**config.mk**
```make
export PLATFORM = sky130hd
export DESIGN_NAME = framebuffer_arbiter_flat
export DESIGN_NICKNAME = d
export VERILOG_FILES = /design/src/rtl/video_pkg.sv /design/src/rtl/framebuffer_arbiter_if.sv /design/src/rtl/read_return_pipe.sv /design/src/rtl/framebuffer_arbiter.sv /design/src/flat_wrapper.sv
export SDC_FILE = /design/constraint.sdc
export NUM_CORES = 1
export LEC_CHECK = 0
export BUFFER_PORTS_ARGS = -buffer_cell sky130_fd_sc_hd__buf_2
export CORE_AREA = 8 8 97 99
export CTS_CLUSTER_SIZE = 12
export DETAILED_ROUTE_END_ITERATION = 7
export DIE_AREA = 0 0 105 107
export PLACE_DENSITY_LB_ADDON = 0.15
export REMOVE_ABC_BUFFERS = 1
export SLEW_MARGIN = 20
export SYNTH_ARGS = -nofsm -noshare
export SYNTH_HDL_FRONTEND = slang
export SYNTH_SLANG_ARGS = --single-unit
```
**constraint.sdc**
```tcl
create_clock -name clock -period 3.35 [get_ports clock]
set_input_delay 0.67 -clock clock [delete_from_list [all_inputs] [get_ports clock]]
set_output_delay 0.67 -clock clock [all_outputs]
set_load 0.1 [all_outputs]
```
**src/rtl/video_pkg.sv**
```systemverilog
// Shared video-subsystem constants: framebuffer requester ids, address width, read latency.
// Latency: n/a (types and constants only).
// Backpressure: n/a.
package video_pkg;

   typedef logic fb_req_id_t;

   localparam fb_req_id_t FB_REQ_CORE     = 1'b0;
   localparam fb_req_id_t FB_REQ_BLIT     = 1'b1;

   localparam int         FB_ADDR_WIDTH   = 15;
   localparam int         FB_READ_LATENCY = 2;

endpackage

```
**src/rtl/framebuffer_arbiter_if.sv**
```systemverilog
// Bundles both requester channels, both response channels and the framebuffer RAM port.
// Latency: n/a (wiring only).
// Backpressure: reqN_ready is the only backpressure; responses and RAM port have none.
// Modports: slave = arbiter side, master = requesters plus RAM model.
interface framebuffer_arbiter_if #(
   parameter int ADDR_WIDTH = 15,
   parameter int MAX_WAIT   = 8
);
   localparam int WAIT_WIDTH = $clog2(MAX_WAIT + 1);

   logic                  req0_valid;
   logic                  req0_ready;
   logic                  req0_write;
   logic [ADDR_WIDTH-1:0] req0_address;
   logic [31:0]           req0_write_data;
   logic [3:0]            req0_byte_enable;

   logic                  req1_valid;
   logic                  req1_ready;
   logic                  req1_write;
   logic [ADDR_WIDTH-1:0] req1_address;
   logic [31:0]           req1_write_data;
   logic [3:0]            req1_byte_enable;

   logic                  rsp0_valid;
   logic [31:0]           rsp0_data;
   logic                  rsp1_valid;
   logic [31:0]           rsp1_data;

   logic [ADDR_WIDTH-1:0] mem_address;
   logic [31:0]           mem_write_data;
   logic [3:0]            mem_byte_enable;
   logic                  mem_write_enable;
   logic                  mem_read_enable;
   logic [31:0]           mem_read_data;

   // Aging counter, exported for observability of the fairness mechanism.
   logic [WAIT_WIDTH-1:0] wait_count;

   modport slave (
      input  req0_valid, req0_write, req0_address, req0_write_data, req0_byte_enable,
      input  req1_valid, req1_write, req1_address, req1_write_data, req1_byte_enable,
      input  mem_read_data,
      output req0_ready, req1_ready,
      output rsp0_valid, rsp0_data, rsp1_valid, rsp1_data,
      output mem_address, mem_write_data, mem_byte_enable, mem_write_enable, mem_read_enable,
      output wait_count
   );

   modport master (
      output req0_valid, req0_write, req0_address, req0_write_data, req0_byte_enable,
      output req1_valid, req1_write, req1_address, req1_write_data, req1_byte_enable,
      output mem_read_data,
      input  req0_ready, req1_ready,
      input  rsp0_valid, rsp0_data, rsp1_valid, rsp1_data,
      input  mem_address, mem_write_data, mem_byte_enable, mem_write_enable, mem_read_enable,
      input  wait_count
   );
endinterface

```
**src/rtl/read_return_pipe.sv**
```systemverilog
// Latency-matched {valid, id} shift register steering RAM read data back to its issuer.
// Latency: LATENCY cycles from issue_i to rspN_valid_o.
// Backpressure: none; one issue per cycle, responses cannot be stalled.
// Ports: clock, reset (async high), issue_i/id_i (read strobe + requester), rsp0/1_valid_o.
module read_return_pipe
   import video_pkg::*;
#(
   parameter int LATENCY = FB_READ_LATENCY
) (
   input  logic       clock,
   input  logic       reset,
   input  logic       issue_i,
   input  fb_req_id_t id_i,
   output logic       rsp0_valid_o,
   output logic       rsp1_valid_o
);

   logic [LATENCY-1:0] valid_q;
   logic [LATENCY-1:0] id_q;

   always_ff @(posedge clock or posedge reset) begin
      if (reset) begin
         valid_q <= '0;
         id_q    <= '0;
      end else begin
         valid_q[0] <= issue_i;
         id_q[0]    <= id_i;
         for (int i = 1; i < LATENCY; i++) begin
            valid_q[i] <= valid_q[i-1];
            id_q[i]    <= id_q[i-1];
         end
      end
   end

   assign rsp0_valid_o = valid_q[LATENCY-1] && (id_q[LATENCY-1] == FB_REQ_CORE);
   assign rsp1_valid_o = valid_q[LATENCY-1] && (id_q[LATENCY-1] == FB_REQ_BLIT);

endmodule

```
**src/rtl/framebuffer_arbiter.sv**
```systemverilog
// Shares the framebuffer RAM port between core bus (fixed priority) and blit engine (aged).
// Latency: grant and RAM strobe in the handshake cycle; read data READ_LATENCY cycles later.
// Backpressure: reqN_ready low stalls a requester; blit preempts after MAX_WAIT stalled cycles.
// Ports: clock, reset (async high), bus (framebuffer_arbiter_if.slave: requests, responses, RAM).
module framebuffer_arbiter
   import video_pkg::*;
#(
   parameter int ADDR_WIDTH   = FB_ADDR_WIDTH,
   parameter int READ_LATENCY = FB_READ_LATENCY,
   parameter int MAX_WAIT     = 8
) (
   input  logic                   clock,
   input  logic                   reset,
   framebuffer_arbiter_if.slave   bus
);

   localparam int WAIT_WIDTH = $clog2(MAX_WAIT + 1);
   localparam logic [WAIT_WIDTH-1:0] WAIT_LIMIT = WAIT_WIDTH'(MAX_WAIT);

   logic [WAIT_WIDTH-1:0] wait_count_q, wait_count_d;
   logic                  grant_vld;
   fb_req_id_t            grant_id;
   logic                  sel_write;
   logic [ADDR_WIDTH-1:0] sel_address;
   logic [31:0]           sel_write_data;
   logic [3:0]            sel_byte_enable;

   // Grant is held off while reset is high so no handshake can slip through
   // combinationally during reset.
   always_comb begin
      grant_vld = 1'b0;
      grant_id  = FB_REQ_CORE;
      if (!reset) begin
         if (bus.req1_valid && (wait_count_q == WAIT_LIMIT)) begin
            grant_vld = 1'b1;
            grant_id  = FB_REQ_BLIT;
         end else if (bus.req0_valid) begin
            grant_vld = 1'b1;
            grant_id  = FB_REQ_CORE;
         end else if (bus.req1_valid) begin
            grant_vld = 1'b1;
            grant_id  = FB_REQ_BLIT;
         end
      end
   end

   assign bus.req0_ready = grant_vld && (grant_id == FB_REQ_CORE);
   assign bus.req1_ready = grant_vld && (grant_id == FB_REQ_BLIT);

   // Aging counter: counts blit stall cycles, saturating rather than wrapping
   // so the preemption condition stays asserted until the blit is served.
   always_comb begin
      wait_count_d = wait_count_q;
      if (!bus.req1_valid || bus.req1_ready) begin
         wait_count_d = '0;
      end else if (wait_count_q != WAIT_LIMIT) begin
         wait_count_d = wait_count_q + 1'b1;
      end
   end

   always_ff @(posedge clock or posedge reset) begin
      if (reset) begin
         wait_count_q <= '0;
      end else begin
         wait_count_q <= wait_count_d;
      end
   end

   assign bus.wait_count = wait_count_q;

   // Payload mux; zeros when nothing is granted.
   always_comb begin
      sel_write       = 1'b0;
      sel_address     = '0;
      sel_write_data  = '0;
      sel_byte_enable = '0;
      if (grant_vld && (grant_id == FB_REQ_CORE)) begin
         sel_write       = bus.req0_write;
         sel_address     = bus.req0_address;
         sel_write_data  = bus.req0_write_data;
         sel_byte_enable = bus.req0_byte_enable;
      end else if (grant_vld) begin
         sel_write       = bus.req1_write;
         sel_address     = bus.req1_address;
         sel_write_data  = bus.req1_write_data;
         sel_byte_enable = bus.req1_byte_enable;
      end
   end

   assign bus.mem_address      = sel_address;
   assign bus.mem_write_data   = sel_write_data;
   assign bus.mem_byte_enable  = sel_byte_enable;
   assign bus.mem_write_enable = grant_vld && sel_write;
   assign bus.mem_read_enable  = grant_vld && !sel_write;

   read_return_pipe #(
      .LATENCY (READ_LATENCY)
   ) u_return (
      .clock        (clock),
      .reset        (reset),
      .issue_i      (bus.mem_read_enable),
      .id_i         (grant_id),
      .rsp0_valid_o (bus.rsp0_valid),
      .rsp1_valid_o (bus.rsp1_valid)
   );

   // Both channels see the RAM data; only the matching rspN_valid qualifies it.
   assign bus.rsp0_data = bus.mem_read_data;
   assign bus.rsp1_data = bus.mem_read_data;

endmodule

```
**src/flat_wrapper.sv**
```systemverilog
// flat-port wrapper written by rule: the top's interface ports become plain ports
module framebuffer_arbiter_flat import video_pkg::*;
#(
   parameter int ADDR_WIDTH   = FB_ADDR_WIDTH,
   parameter int READ_LATENCY = FB_READ_LATENCY,
   parameter int MAX_WAIT     = 8
)
  (clock, reset, bus_req0_valid, bus_req0_write, bus_req0_address, bus_req0_write_data, bus_req0_byte_enable, bus_req1_valid, bus_req1_write, bus_req1_address, bus_req1_write_data, bus_req1_byte_enable, bus_mem_read_data, bus_req0_ready, bus_req1_ready, bus_rsp0_valid, bus_rsp0_data, bus_rsp1_valid, bus_rsp1_data, bus_mem_address, bus_mem_write_data, bus_mem_byte_enable, bus_mem_write_enable, bus_mem_read_enable, bus_wait_count);
  framebuffer_arbiter_if #(.ADDR_WIDTH(ADDR_WIDTH), .MAX_WAIT(MAX_WAIT)) bus_i ();
  input  logic clock;
  input  logic reset;
  input wire logic [$bits(bus_i.req0_valid)-1:0] bus_req0_valid;
  input wire logic [$bits(bus_i.req0_write)-1:0] bus_req0_write;
  input wire logic [$bits(bus_i.req0_address)-1:0] bus_req0_address;
  input wire logic [$bits(bus_i.req0_write_data)-1:0] bus_req0_write_data;
  input wire logic [$bits(bus_i.req0_byte_enable)-1:0] bus_req0_byte_enable;
  input wire logic [$bits(bus_i.req1_valid)-1:0] bus_req1_valid;
  input wire logic [$bits(bus_i.req1_write)-1:0] bus_req1_write;
  input wire logic [$bits(bus_i.req1_address)-1:0] bus_req1_address;
  input wire logic [$bits(bus_i.req1_write_data)-1:0] bus_req1_write_data;
  input wire logic [$bits(bus_i.req1_byte_enable)-1:0] bus_req1_byte_enable;
  input wire logic [$bits(bus_i.mem_read_data)-1:0] bus_mem_read_data;
  output wire logic [$bits(bus_i.req0_ready)-1:0] bus_req0_ready;
  output wire logic [$bits(bus_i.req1_ready)-1:0] bus_req1_ready;
  output wire logic [$bits(bus_i.rsp0_valid)-1:0] bus_rsp0_valid;
  output wire logic [$bits(bus_i.rsp0_data)-1:0] bus_rsp0_data;
  output wire logic [$bits(bus_i.rsp1_valid)-1:0] bus_rsp1_valid;
  output wire logic [$bits(bus_i.rsp1_data)-1:0] bus_rsp1_data;
  output wire logic [$bits(bus_i.mem_address)-1:0] bus_mem_address;
  output wire logic [$bits(bus_i.mem_write_data)-1:0] bus_mem_write_data;
  output wire logic [$bits(bus_i.mem_byte_enable)-1:0] bus_mem_byte_enable;
  output wire logic [$bits(bus_i.mem_write_enable)-1:0] bus_mem_write_enable;
  output wire logic [$bits(bus_i.mem_read_enable)-1:0] bus_mem_read_enable;
  output wire logic [$bits(bus_i.wait_count)-1:0] bus_wait_count;
  assign bus_i.req0_valid = bus_req0_valid;
  assign bus_i.req0_write = bus_req0_write;
  assign bus_i.req0_address = bus_req0_address;
  assign bus_i.req0_write_data = bus_req0_write_data;
  assign bus_i.req0_byte_enable = bus_req0_byte_enable;
  assign bus_i.req1_valid = bus_req1_valid;
  assign bus_i.req1_write = bus_req1_write;
  assign bus_i.req1_address = bus_req1_address;
  assign bus_i.req1_write_data = bus_req1_write_data;
  assign bus_i.req1_byte_enable = bus_req1_byte_enable;
  assign bus_i.mem_read_data = bus_mem_read_data;
  assign bus_req0_ready = bus_i.req0_ready;
  assign bus_req1_ready = bus_i.req1_ready;
  assign bus_rsp0_valid = bus_i.rsp0_valid;
  assign bus_rsp0_data = bus_i.rsp0_data;
  assign bus_rsp1_valid = bus_i.rsp1_valid;
  assign bus_rsp1_data = bus_i.rsp1_data;
  assign bus_mem_address = bus_i.mem_address;
  assign bus_mem_write_data = bus_i.mem_write_data;
  assign bus_mem_byte_enable = bus_i.mem_byte_enable;
  assign bus_mem_write_enable = bus_i.mem_write_enable;
  assign bus_mem_read_enable = bus_i.mem_read_enable;
  assign bus_wait_count = bus_i.wait_count;
  framebuffer_arbiter #(.ADDR_WIDTH(ADDR_WIDTH), .READ_LATENCY(READ_LATENCY), .MAX_WAIT(MAX_WAIT)) u_core (.clock(clock), .reset(reset), .bus(bus_i));
endmodule
```
==> results.json <==
{
  "yosysMostFrequentCell": "buf_4",
  "cts_hold_buf": 0,
  "ys.flop_type": "dfrtp_1",
  "die_height_um": 107,
  "p_leak_nw": 1.39,
  "finalHoldViolCount": 0,
  "peakVddDrop_v": 0.000106,
  "cp_num_buf_inv": 3,
  "cts_tree": "built",
  "r2r_slack_ns": 1.65,
  "critPathLaunch": "u_core.bus.wait_count[1]$_DFFE_PP0P_",
  "dieWidth_um": 105,
  "firstDrtPassIters": 4,
  "die_area_um2": 11200,
  "clockBufferDepth": 2,
  "startpoint_type": "flop",
  "antenna_left": 0,
  "timing.rr.start": "u_core.bus.wait_count[1]$_DFFE_PP0P_",
  "cts_root_buf": "clkbuf_8",
  "drtIter0Drc": 53,
  "yosysTopAreaCell": "buf_4",
  "path_clk_slew_ns": 0.04,
  "core_area_um2": 7930,
  "rows": 33,
  "crit_family": "buffers and inverters",
  "setup_ws_ns": 0.440,
  "synth_area_leaders": "buf_4 33%, a22o_1 24%, dfrtp_1 14%, a22o_2 9.0%, buf_6 3.9%",
  "setup.worst_path.end_class": "output port",
  "grt_setup_unrepaired": "false",
  "n_fill_cell": 835,
  "cp_slowest_cell": "buf_4",
  "slew_violations": 0,
  "synth_seq_area_share": 0.138,
  "max_stage_delay_ns": 0.44,
  "cp.required_ns": 2.68,
  "drc": 0,
  "start_util": 0.183,
  "synth_top_area_frac": 0.330,
  "synth_edf_count": 0,
  "nNetsFinal": 408,
  "fin_skew_ns": 0.00445,
  "timing.final.crit_share": 0.869,
  "grt_max_degree": 55,
  "fin_crit_ns": 2.91,
  "cap_violations": 0,
  "clk-insertion-delay-late_ns": 0.23,
  "synth-seq-cells": 8,
  "place_ws_ns": 0.680,
  "netlist_area_um2": 1450,
  "slew_headroom": 0.666,
  "grt_pass1_wl_um": 12900,
  "cts_buffers": 3,
  "gp_congestion": 0.752,
  "hp-class": "reg -> reg",
  "min_from": "u_core.u_return.valid_q[0]$_DFF_PP0_",
  "ys_types": 25,
  "synthArstFlopShare": 1.00,
  "path_cells": "inv_1 > ha_1 > nand3b_4 > a211oi_4 > buf_4 > a22o_1 > buf_12",
  "final_util": 0.347,
  "cp.arrival_ns": 2.24,
  "vias": 1636,
  "post_cts_buffers": 0,
  "p_per_area_nw_per_um2": 317,
  "cts.repair.resized": 0,
  "clock-sinks": 8,
  "post-dp-hpwl_um": 8570,
  "placement.io_buffers": 168,
  "grt_pass1_vias": 1827,
  "setup_viol": 0,
  "path_class": "reg -> out",
  "antenna_found_initial": 0,
  "gr-usage-all-layers": 0.156,
  "cts_max_level": 1,
  "viasPerCell": 4.43,
  "wirelength_um": 9430,
  "wire_per_inst_um": 25.6,
  "synth_cells": 164,
  "fmaxAchievable_mhz": 344,
  "status": "complete, no violations",
  "area_growth_pct": 89.4,
  "tightest_slew_ns": 0.504,
  "ys_top_cells_by_count": "64 x buf_4, 40 x a22o_1, 13 x a22o_2",
  "setup_tns_ns": 0,
  "drive_gt1_frac": 0.723,
  "syn_area_per_cell_um2": 8.87,
  "ioPinCount": 265,
  "whs_ns": 0.342,
  "yosysWarnings": 0,
  "cp_max_fo": 44,
  "diodes": 0,
  "grt-ovfl-total": 0
}
[cell type report]
cell class / instances / area, um2 / share of cell area
tap: 105 / 131 / 0.0477
sequential: 8 / 200 / 0.0727
multi-input combinational: 75 / 664 / 0.241
inverter: 6 / 22.5 / 0.00818
clock buffer: 3 / 41.3 / 0.0150
timing repair buffer: 172 / 1690 / 0.615
[cell usage in the layout (no fill, tap or decap)]
cell and n:
a211oi_1 1, buf_12 55, a22o_1 40, and3b_2 1
dfrtp_1 8, nor2b_1 1, nor2_1 1, ha_1 2
nand3_1 2, inv_1 6, buf_2 114, o211a_1 1
buf_4 3, nand3b_4 1, o21a_1 1, nor3_1 2
xnor2_1 1, a211oi_4 1, a21oi_1 2, and2_1 1
xor2_1 1, nor3b_1 1, clkbuf_8 3, or3_1 1
a22o_2 13, nor4_1 1
[power breakdown]
group	leakage (nW)	internal [W]	total [W]	switching [W]
combinational	1.26	0.000235	0.000654	0.000420
sequential	0.107	0.000102	0.000105	0.00000342
clock	0.0216	0.0000778	0.000115	0.0000370
total	1.39	0.000414	0.000874	0.000460
[metrics by stage]
stage / power, W / std cells / area, um2
floorplan: 0.000490 / 89 / 887
global placement: 0.000767 / 366 / 2710
detailed placement: 0.000765 / 366 / 2710
CTS: 0.000882 / 369 / 2750
global route: 0.000905 / 369 / 2750
finish: 0.000874 / 369 / 2750
[state kept, by name (all words and copies together), names as in the netlist]
name / cells
u_core.u_return.valid_q: 2
u_core.u_return.id_q: 2
u_core.bus.wait_count: 4
[metal layers]
layer / vias up / share of wire / GRT usage / wire length (um)
met5: - / 0 / 0.0223 / 0
met4: 0 / 0.011 / 0.0398 / 103
met3: 7 / 0.23 / 0.160 / 2120
met2: 178 / 0.44 / 0.234 / 4140
met1: 712 / 0.32 / 0.143 / 3060
li1: 739 / - / - / -
[worst register-to-register path, cell delays in order, from the launching register on]
cell	delay [ns]
dfrtp_1	0.41
inv_1	0.09
ha_1	0.20
nand3b_4	0.12
o211a_1	0.26
buf_12	0.19
a22o_2	0.30
[logic make-up after synthesis]
family | share of synthesized area
buffers and inverters | 0.405
DFF | 0.138
AOI/OAI and AO/OA | 0.368
xor gates and xnor gates | 0.0121
and+or+nand+nor | 0.0594
adders and majority gates | 0.0172
[worst paths after layout]
path                       cells after the start                                   end
max reg2reg                                    6  u_core.u_return.valid_q[0]$_DFF_PP0_
min                                            0  u_core.u_return.valid_q[1]$_DFF_PP0_
min in group asynchronous                      3  u_core.bus.wait_count[3]$_DFFE_PP0P_
max in group asynchronous                      3     u_core.u_return.id_q[1]$_DFF_PP0_
max                                            7                bus_mem_write_data[17]
min reg2reg                                    0  u_core.u_return.valid_q[1]$_DFF_PP0_
Power figures use the tool's default switching activity.
